==> src/rtl/data_memory_reader.sv <==
// data_memory_reader: once every core has raised end_process, drains a block of
// result words from data memory. Reads go out one address per cycle, and the
// 1-cycle memory latency is absorbed in a 2-entry output buffer.
// Latency: the first out_valid comes 2 cycles after the first mem_rd_en. With
// out_ready held high the stream then runs at 1 word per cycle.
// Backpressure: out_ready low holds out_data. Reads throttle so that buffered
// words plus in-flight words never exceed the 2 buffer slots.
//
// Ports:
//   i_clk, i_reset          clock; asynchronous active-high reset
//   i_start                 1-cycle request, accepted only in IDLE
//   i_base_addr             first address to read
//   i_word_count            number of words to read (0..2^ADDR_WIDTH)
//   i_end_process           per-core done flags; all must be high before reading
//   o_mem_addr/o_mem_rd_en  data memory read port (data returns next cycle)
//   i_mem_dataout           data memory read data
//   o_out_data/o_out_valid/i_out_ready/o_out_last   result stream
//   o_busy                  transfer in progress
//   o_done                  1-cycle pulse once the final word has been accepted

module data_memory_reader #(
    parameter int ADDR_WIDTH = 8,
    parameter int DATA_WIDTH = 16,
    parameter int NUM_CORES  = 4
) (
    input  logic                  i_clk,
    input  logic                  i_reset,
    input  logic                  i_start,
    input  logic [ADDR_WIDTH-1:0] i_base_addr,
    input  logic [ADDR_WIDTH:0]   i_word_count,
    input  logic [NUM_CORES-1:0]  i_end_process,
    output logic [ADDR_WIDTH-1:0] o_mem_addr,
    output logic                  o_mem_rd_en,
    input  logic [DATA_WIDTH-1:0] i_mem_dataout,
    output logic [DATA_WIDTH-1:0] o_out_data,
    output logic                  o_out_valid,
    input  logic                  i_out_ready,
    output logic                  o_out_last,
    output logic                  o_busy,
    output logic                  o_done
);

    typedef enum logic [2:0] {
        S_IDLE       = 3'd0,
        S_WAIT_CORES = 3'd1,
        S_ISSUE      = 3'd2,
        S_DRAIN      = 3'd3,
        S_FINISH     = 3'd4
    } state_t;

    state_t r_state;
    state_t w_next_state;

    // Transfer bookkeeping
    logic [ADDR_WIDTH-1:0] r_rd_ptr;
    logic [ADDR_WIDTH-1:0] r_addr_hold;
    logic [ADDR_WIDTH:0]   r_issue_cnt;
    logic [ADDR_WIDTH:0]   r_out_cnt;
    logic                  r_cores_done;
    logic                  r_inflight;

    // 2-entry output buffer
    logic [DATA_WIDTH-1:0] r_fifo_mem [2];
    logic                  r_fifo_wr_idx;
    logic                  r_fifo_rd_idx;
    logic [1:0]            r_fifo_cnt;

    logic                  w_start_acc;
    logic                  w_push;
    logic                  w_pop;
    logic [2:0]            w_committed;
    logic                  w_issue;

    assign w_start_acc = (r_state == S_IDLE) && i_start;
    assign w_push      = r_inflight;
    assign w_pop       = o_out_valid && i_out_ready;

    // Buffer slots still claimed after this edge. A word leaving this cycle
    // frees its slot, which keeps the stream at full rate. The slot count
    // never underflows, because a pop only happens when the buffer is non-empty.
    assign w_committed = {1'b0, r_fifo_cnt} + {2'b00, r_inflight} - {2'b00, w_pop};

    assign w_issue = (r_state == S_ISSUE) && (r_issue_cnt != '0) && (w_committed < 3'd2);

    // ------------------------------------------------------------------
    // FSM: state register
    // ------------------------------------------------------------------
    always_ff @(posedge i_clk or posedge i_reset) begin
        if (i_reset) begin
            r_state <= S_IDLE;
        end else begin
            r_state <= w_next_state;
        end
    end

    // ------------------------------------------------------------------
    // FSM: next-state logic
    // ------------------------------------------------------------------
    always_comb begin
        w_next_state = r_state;
        unique case (r_state)
            S_IDLE: begin
                if (i_start) begin
                    w_next_state = (i_word_count == '0) ? S_FINISH : S_WAIT_CORES;
                end
            end
            S_WAIT_CORES: begin
                if (r_cores_done) begin
                    w_next_state = S_ISSUE;
                end
            end
            S_ISSUE: begin
                // Leave on the issue that takes the remaining count to zero.
                if ((r_issue_cnt == '0) ||
                    (w_issue && (r_issue_cnt == {{ADDR_WIDTH{1'b0}}, 1'b1}))) begin
                    w_next_state = S_DRAIN;
                end
            end
            S_DRAIN: begin
                if (r_out_cnt == '0) begin
                    w_next_state = S_FINISH;
                end
            end
            S_FINISH: begin
                w_next_state = S_IDLE;
            end
            default: begin
                w_next_state = S_IDLE;
            end
        endcase
    end

    // ------------------------------------------------------------------
    // FSM: outputs
    // ------------------------------------------------------------------
    always_comb begin
        o_busy      = 1'b0;
        o_done      = 1'b0;
        o_mem_rd_en = w_issue;
        // The address tracks the read pointer only while a read is issued.
        // Otherwise it holds the last address that was sent.
        o_mem_addr  = w_issue ? r_rd_ptr : r_addr_hold;
        unique case (r_state)
            S_WAIT_CORES, S_ISSUE, S_DRAIN: o_busy = 1'b1;
            S_FINISH:                       o_done = 1'b1;
            default:                        ;
        endcase
    end

    // ------------------------------------------------------------------
    // Address / count datapath
    // ------------------------------------------------------------------
    always_ff @(posedge i_clk or posedge i_reset) begin
        if (i_reset) begin
            r_rd_ptr     <= '0;
            r_addr_hold  <= '0;
            r_issue_cnt  <= '0;
            r_out_cnt    <= '0;
            r_cores_done <= 1'b0;
            r_inflight   <= 1'b0;
        end else begin
            // Registered all-done sample. It decouples the core flags from
            // issue timing. Once reading starts, a later drop has no effect.
            r_cores_done <= &i_end_process;
            r_inflight   <= w_issue;

            if (w_start_acc) begin
                r_rd_ptr    <= i_base_addr;
                r_issue_cnt <= i_word_count;
                r_out_cnt   <= i_word_count;
            end else begin
                if (w_issue) begin
                    r_rd_ptr    <= r_rd_ptr + 1'b1;  // wraps modulo 2^ADDR_WIDTH
                    r_addr_hold <= r_rd_ptr;
                    r_issue_cnt <= r_issue_cnt - 1'b1;
                end
                if (w_pop) begin
                    r_out_cnt <= r_out_cnt - 1'b1;
                end
            end
        end
    end

    // ------------------------------------------------------------------
    // Output buffer: write data coming back from memory, read the head
    // ------------------------------------------------------------------
    always_ff @(posedge i_clk or posedge i_reset) begin
        if (i_reset) begin
            r_fifo_mem[0] <= '0;
            r_fifo_mem[1] <= '0;
            r_fifo_wr_idx <= 1'b0;
            r_fifo_rd_idx <= 1'b0;
            r_fifo_cnt    <= 2'd0;
        end else begin
            if (w_push) begin
                r_fifo_mem[r_fifo_wr_idx] <= i_mem_dataout;
                r_fifo_wr_idx             <= ~r_fifo_wr_idx;
            end
            if (w_pop) begin
                r_fifo_rd_idx <= ~r_fifo_rd_idx;
            end
            r_fifo_cnt <= r_fifo_cnt + {1'b0, w_push} - {1'b0, w_pop};
        end
    end

    assign o_out_valid = (r_fifo_cnt != 2'd0);
    assign o_out_data  = r_fifo_mem[r_fifo_rd_idx];
    assign o_out_last  = o_out_valid && (r_out_cnt == {{ADDR_WIDTH{1'b0}}, 1'b1});

endmodule

==> config.mk <==
export PLATFORM = sky130hd
export DESIGN_NAME = data_memory_reader
export DESIGN_NICKNAME = d
export VERILOG_FILES = /design/src/rtl/data_memory_reader.sv
export SDC_FILE = /design/constraint.sdc
export NUM_CORES = 1
export LEC_CHECK = 0
export BUFFER_PORTS_ARGS = -buffer_cell sky130_fd_sc_hd__buf_2
export CORE_AREA = 8 8 100 148
export DETAILED_ROUTE_END_ITERATION = 6
export DIE_AREA = 0 0 108 156
export PLACE_DENSITY = 0.58
export SKIP_CTS_REPAIR_TIMING = 1
export SLEW_MARGIN = 20
export SYNTH_ARGS = -nofsm -noshare
export SYNTH_HDL_FRONTEND = slang
export SYNTH_SLANG_ARGS = --single-unit
==> constraint.sdc <==
create_clock -name i_clk -period 16.77 [get_ports i_clk]
set_input_delay 5.031 -clock i_clk [delete_from_list [all_inputs] [get_ports i_clk]]
set_output_delay 5.031 -clock i_clk [all_outputs]
set_load 0.02 [all_outputs]
==> results of run 1 <==
[per-layer routing]
metal  track usage  wire length [um]  vias to the layer above
li1              -                 -                     1332
met1         0.127              3640                     1403
met2         0.188              4500                       81
met3        0.0318               588                       12
met4        0.0445               140                        0
met5             0                 0                        -
[kinds of logic after synthesis]
logic type / count (synthesis) / share of synthesized area
and+or+nand+nor: 105 / 0.142
DFF: 75 / 0.506
AOI/OAI and AO/OA: 56 / 0.101
muxes: 49 / 0.149
buffers and inverters: 32 / 0.0394
xor gates and xnor gates: 13 / 0.0307
adders and majority gates: 9 / 0.0324
[flip-flops by register name, summed over array words and instances (netlist names)]
register,cells
r_fifo_mem,32
r_issue_cnt,9
r_out_cnt,9
r_addr_hold,8
r_rd_ptr,8
r_state,3
r_fifo_cnt,2
r_cores_done,1
r_fifo_rd_idx,1
r_fifo_wr_idx,1
r_inflight,1
[path summary, 6_finish.rpt]
check,to,cells after the start
worst min register to register,r_addr_hold[5],2
worst max register to register,r_rd_ptr[4],13
max in group asynchronous,r_out_cnt[0],3
worst max-delay path,o_mem_addr[7],15
min in group asynchronous,r_fifo_mem[21],3
worst min-delay path,r_addr_hold[5],2
[power by group]
part	leakage, nW	total [mW]	switching [mW]	internal (mW)
Sequential	0.895	0.342	0.0725	0.270
Combinational	1.02	0.391	0.212	0.179
Clock	0.153	0.195	0.0724	0.123
[worst register-to-register path, cell delays in order (launching register included)]
cell	delay, ps
dfrtp_1	430
o21a_1	300
ha_1	310
inv_1	60
ha_1	130
inv_1	50
fa_1	370
xnor2_1	190
nand3_1	160
or2_1	250
buf_4	240
inv_2	210
nand3_1	120
o221a_2	250
[final cells by class]
type | count | area [um2] | share of cell area
well taps | 159 | 199 | 0.0442
inverters | 15 | 56.3 | 0.0125
multi-input cells | 232 | 1690 | 0.375
flip-flops and latches | 75 | 1880 | 0.417
clock inverters | 4 | 48.8 | 0.0108
repair buffers | 73 | 375 | 0.0834
clock buffers | 12 | 256 | 0.0570
[placed cells by master, fill, tap and decap left out, types with 3 or more instances in the layout]
cell type / synthesis / routed
ha_1: 8 / 8
nand3_1: 8 / 8
xnor2_1: 7 / 7
inv_1: 14 / 13
nor2_1: 16 / 16
nand2_1: 50 / 50
nor4_1: 5 / 5
dfrtp_1: 75 / 75
o41ai_1: 4 / 4
buf_4: 2 / 4
o21ai_1: 3 / 3
o21ai_0: 25 / 25
nand4b_1: 3 / 3
buf_2: 3 / 69
clkbuf_16: 0 / 9
nor3_1: 4 / 4
mux2_2: 49 / 49
xor2_1: 6 / 6
a21o_1: 4 / 4
[cells in the mapped netlist, types with 3 or more instances]
cell type / instances
nor2_1: 16
xor2_1: 6
nand3_1: 8
ha_1: 8
nor3_1: 4
mux2_2: 49
a21o_1: 4
o21ai_1: 3
nor4_1: 5
clkbuf_1: 10
buf_2: 3
nand2_1: 50
o41ai_1: 4
nand4b_1: 3
xnor2_1: 7
dfrtp_1: 75
inv_1: 14
o21ai_0: 25
==> metrics.txt, run 1 <==
setup slack, reg-to-reg=13580 ps; WL per Instance=approximately 16 um; HPWL Detailed=6.47 mm; CP Capture Type=output pin; setup tns final=0 ps; Initial Utilization=0.292; RSZ-0062 raised after global routing=no; Slowest Stage Delay on Critical Path=370 ps; maxcap violations=0; final core utilization=0.354; Placed Area=4200 um2; WS Path Type=in2out; Slowest-stage cell, CP=fa_1; Final Cell Area=about 4500 um2; Pwr per Cell Area=just over 200 nW/um2; synthesized flop and latch total=75; CTS tree=built; grt total ovfl=0; min-delay src=r_addr_hold[5]; clock slew at reported path FFs=60 ps; vias in the first global route=approximately 3000; antenna-violating nets left=0; P_leak=2.07 nW; 1st-iter DRT viols=98; Synth top area share=0.506; total track usage=0.111; Fin. Hold Viols=0; Cell variety after synth=53; Tmin final=12730 ps; via count=2828; synth top area cells=dfrtp_1 51%, mux2_2 15%, nand2_1 5.1%, o21ai_0 3.4%, ha_1 2.7%; WP buf/inv=6; total power=929 uW; htree depth=3; pre-CTS setup slack=slightly above 4000 ps; Slew headroom=0.357; Setup WS post-layout=approximately 4000 ps; Antenna Cells=0; Post-route DRC=0; Num CTS Buffers=9; pin count of the biggest net entering global routing=76; Mapped Avg Cell Area=10.9 um2; Sink Count=75; CP Launch Type=input pin; Cells after DPL=554; Crit Path Max Fanout=36; Min Hold Slack=464 ps; crit path from=i_out_ready; post-route non-filler standard cell count=570; f_max=0.0786 GHz; Primary FF master, synth=dfrtp_1; Core Region=12700 um2; # setup viols final=0; warnings from Yosys=0; Via density=4.96; # nets final=between 400 and 500; status=completed; Slew @ Worst Pin=965 ps; die area=16800 um2; r2r startpoint=r_fifo_cnt[1]; Cell Rows=51; Crit path max-delay family=buffers and inverters; Final GP Congestion=0.800; Area Overhead vs Synth=21.3%; detailed-route wire length=8.87 mm; Post-Syn Instances=339; Mapped Area=3710 um2; Async SR Flop Fraction=1.00; First-pass DRT Iterations=4; DIE HEIGHT=156 um; EDFF count, synth=0; initial antenna violation count=0; clock tree buffer depth=2; Fill cells=1295; IO Count=70; crit path DAT=7700 ps; Syn Nets=about 400; Final Cycle Share=0.759; biggest area consumer among synthesized cells=dfrtp_1; DIE WIDTH=around 110 um; Skew-Pair Late Insertion Delay=340 ps; layout cells sized above 1=0.355; clk_skew=8.85 ps; PortBufs=69; wire length of the first global-routing pass=14.8 mm; crit-path cells=buf_2 -> o21a_1 -> ha_1 -> inv_1 -> ha_1 -> inv_1 -> fa_1 -> xnor2_1 -> nand3_1 -> or2_1 -> buf_4 -> inv_2 -> nand2_1 -> nand2_1 -> buf_2; final slew viol count=0; WP data required=roughly 12000 ps; CTS root buffer=clkbuf_16; Peak VDD IR=0.0664 mV; sequential share of the synthesized area=0.506; Hold Path Class=reg2reg
Note: power is estimated with default switching activity, not from simulation.
==> run 2: changes to the inputs <==
Settings changed: PLACE_DENSITY 0.58 to 0.59.
Clock period 16.77 ns to 10.3 ns, I/O delays scaled along.
==> metrics.txt, run 2 (synthesized netlist as in run 1, its figures left out) <==
status=completed (unchanged); Antenna Cells=0 (unchanged); layout cells sized above 1=0.359 (was 0.355); initial antenna violation count=0 (unchanged); WS Path Type=in2out (unchanged); final slew viol count=0 (unchanged); 1st-iter DRT viols=113 (was 98); P_leak=2.08 nW (was 2.07 nW); Hold Path Class=reg2reg (unchanged); Final GP Congestion=0.806 (was 0.800); final core utilization=0.357 (was 0.354); CP Launch Type=input pin (unchanged); Final Cell Area=4540 um2 (was 4500 um2); post-route non-filler standard cell count=571 (was 570); Min Hold Slack=471 ps (was 464 ps); antenna-violating nets left=0 (unchanged); total power=1.52 mW (was 929 uW); most common cell after layout, fill and taps aside=dfrtp_1 (unchanged); htree depth=3 (unchanged); wire length of the first global-routing pass=14.9 mm (was 14.8 mm); CTS root buffer=clkbuf_16 (unchanged); Tmin final=between 8000 and 9000 ps; pin count of the biggest net entering global routing=76 (unchanged); Post-route DRC=0 (unchanged); Final Cycle Share=0.855; IO Count=70 (unchanged); DIE WIDTH=108 um (unchanged); total track usage=0.112 (was 0.111); crit path DAT=5720 ps (was 7700 ps); Cells after DPL=554 (unchanged); Initial Utilization=0.292 (unchanged); RSZ-0062 raised after global routing=no (unchanged); Slowest-stage cell, CP=fa_1 (unchanged); grt total ovfl=0 (unchanged); First-pass DRT Iterations=4 (unchanged); clk_skew=6.59 ps (was 8.85 ps); maxcap violations=0 (unchanged); Peak VDD IR=0.0891 mV (was 0.0664 mV); CP Capture Type=output pin (unchanged); DIE HEIGHT=156 um (unchanged); f_max=about 0.11 GHz; max reg flops=32 (unchanged); Cell Rows=51 (unchanged); setup tns final=0 ps (unchanged); clock slew at reported path FFs=60 ps (about the same); clock tree buffer depth=2 (unchanged); pre-CTS setup slack=1500 ps (was 4030 ps); PortBufs=69 (unchanged); Slew headroom=0.406 (was 0.357); # nets final=457 (was 456); Crit Path Max Fanout=28 (was 36); most frequent cells in the layout=75 x dfrtp_1, 69 x buf_2, 50 x nand2_1, 49 x mux2_2, 25 x o21ai_0 (unchanged); Num CTS Buffers=9 (unchanged); WP data required=7210 ps (was 11740 ps); detailed-route wire length=8.94 mm (was 8.87 mm); crit-path cells=buf_2 -> o21a_1 -> ha_1 -> inv_1 -> ha_1 -> inv_1 -> fa_1 -> xnor2_1 -> nand3_1 -> or2_1 -> buf_4 -> o21ai_0 -> buf_2 (was buf_2 -> o21a_1 -> ha_1 -> inv_1 -> ha_1 -> inv_1 -> fa_1 -> xnor2_1 -> nand3_1 -> or2_1 -> buf_4 -> inv_2 -> nand2_1 -> nand2_1 -> buf_2); Fin. Hold Viols=0 (unchanged); WL per Instance=15.7 um (was 15.6 um); Slew @ Worst Pin=891 ps (was 965 ps); Pwr per Cell Area=336 nW/um2 (was 206 nW/um2); via count=2755 (was 2828); Placed Area=4200 um2 (unchanged); Largest regs=r_fifo_mem: 32 flops, r_issue_cnt: 9 flops, r_out_cnt: 9 flops (unchanged); Slowest Stage Delay on Critical Path=380 ps (was 370 ps); Core Region=12700 um2 (unchanged); CTS tree=built (unchanged); Setup WS post-layout=1490 ps (was 4040 ps); Skew-Pair Late Insertion Delay=320 ps (was 340 ps); Area Overhead vs Synth=22.3% (was 21.3%); vias in the first global route=3005 (was 3006); Biggest register=r_fifo_mem (unchanged); Via density=4.82 (was 4.96); HPWL Detailed=6.58 mm (was 6.47 mm); Sink Count=75 (unchanged); # setup viols final=0 (unchanged); die area=16800 um2 (unchanged)
run 2: cell count changes in the layout (fill, tap and decap cells not counted):
cell,before,now
clkinvlp_4,0,1
buf_16,0,1
clkinv_4,1,0
clkbuf_1,1,0
clkbuf_8,2,3
run 2: final cells by class:
cell class	instances	area [um2]
clock buffer	12	267
multi-input combinational	232	1690
fill	1280	8160
clock inverter	4	47.5
tap	159	199
sequential	75	1880
timing repair buffer	74	403
inverter	15	56.3
run 2: critical path: cells and delay by family:
family	cells	cell delay [ps]
AO/OA/AOI/OAI	2	430
buffers and inverters	5	650
XOR/XNOR	1	200
AND/OR/NAND/NOR	2	550
adder cells (fa/ha/maj)	3	800
run 2: routing by layer:
metal,track usage,part of all wire
met1,0.131,0.43
met2,0.188,0.50
met3,0.0298,0.053
met4,0.0471,0.018
met5,0,0
run 2: report_power, final:
group          internal (mW)  switching [mW]  total [mW]
clock network          0.207           0.118       0.324
logic                  0.294           0.347       0.641
registers              0.439           0.119       0.559
run 2: worst paths after layout:
| check | start | endpoint | slack (ps) | cells past startpoint |
|---|---|---|---|---|
| max in group asynchronous | i_reset | r_addr_hold[1] | 6930 | 4 |
| hold / removal | r_addr_hold[5] | r_addr_hold[5] | 470 | 2 |
| setup / recovery | i_out_ready | o_mem_addr[3] | 1490 | 13 |
| hold reg to reg | r_addr_hold[5] | r_addr_hold[5] | 470 | 2 |
| min in group asynchronous | i_reset | r_fifo_mem[11] | 2810 | 3 |
| setup reg to reg | r_fifo_cnt[1] | r_issue_cnt[8] | 6990 | 12 |
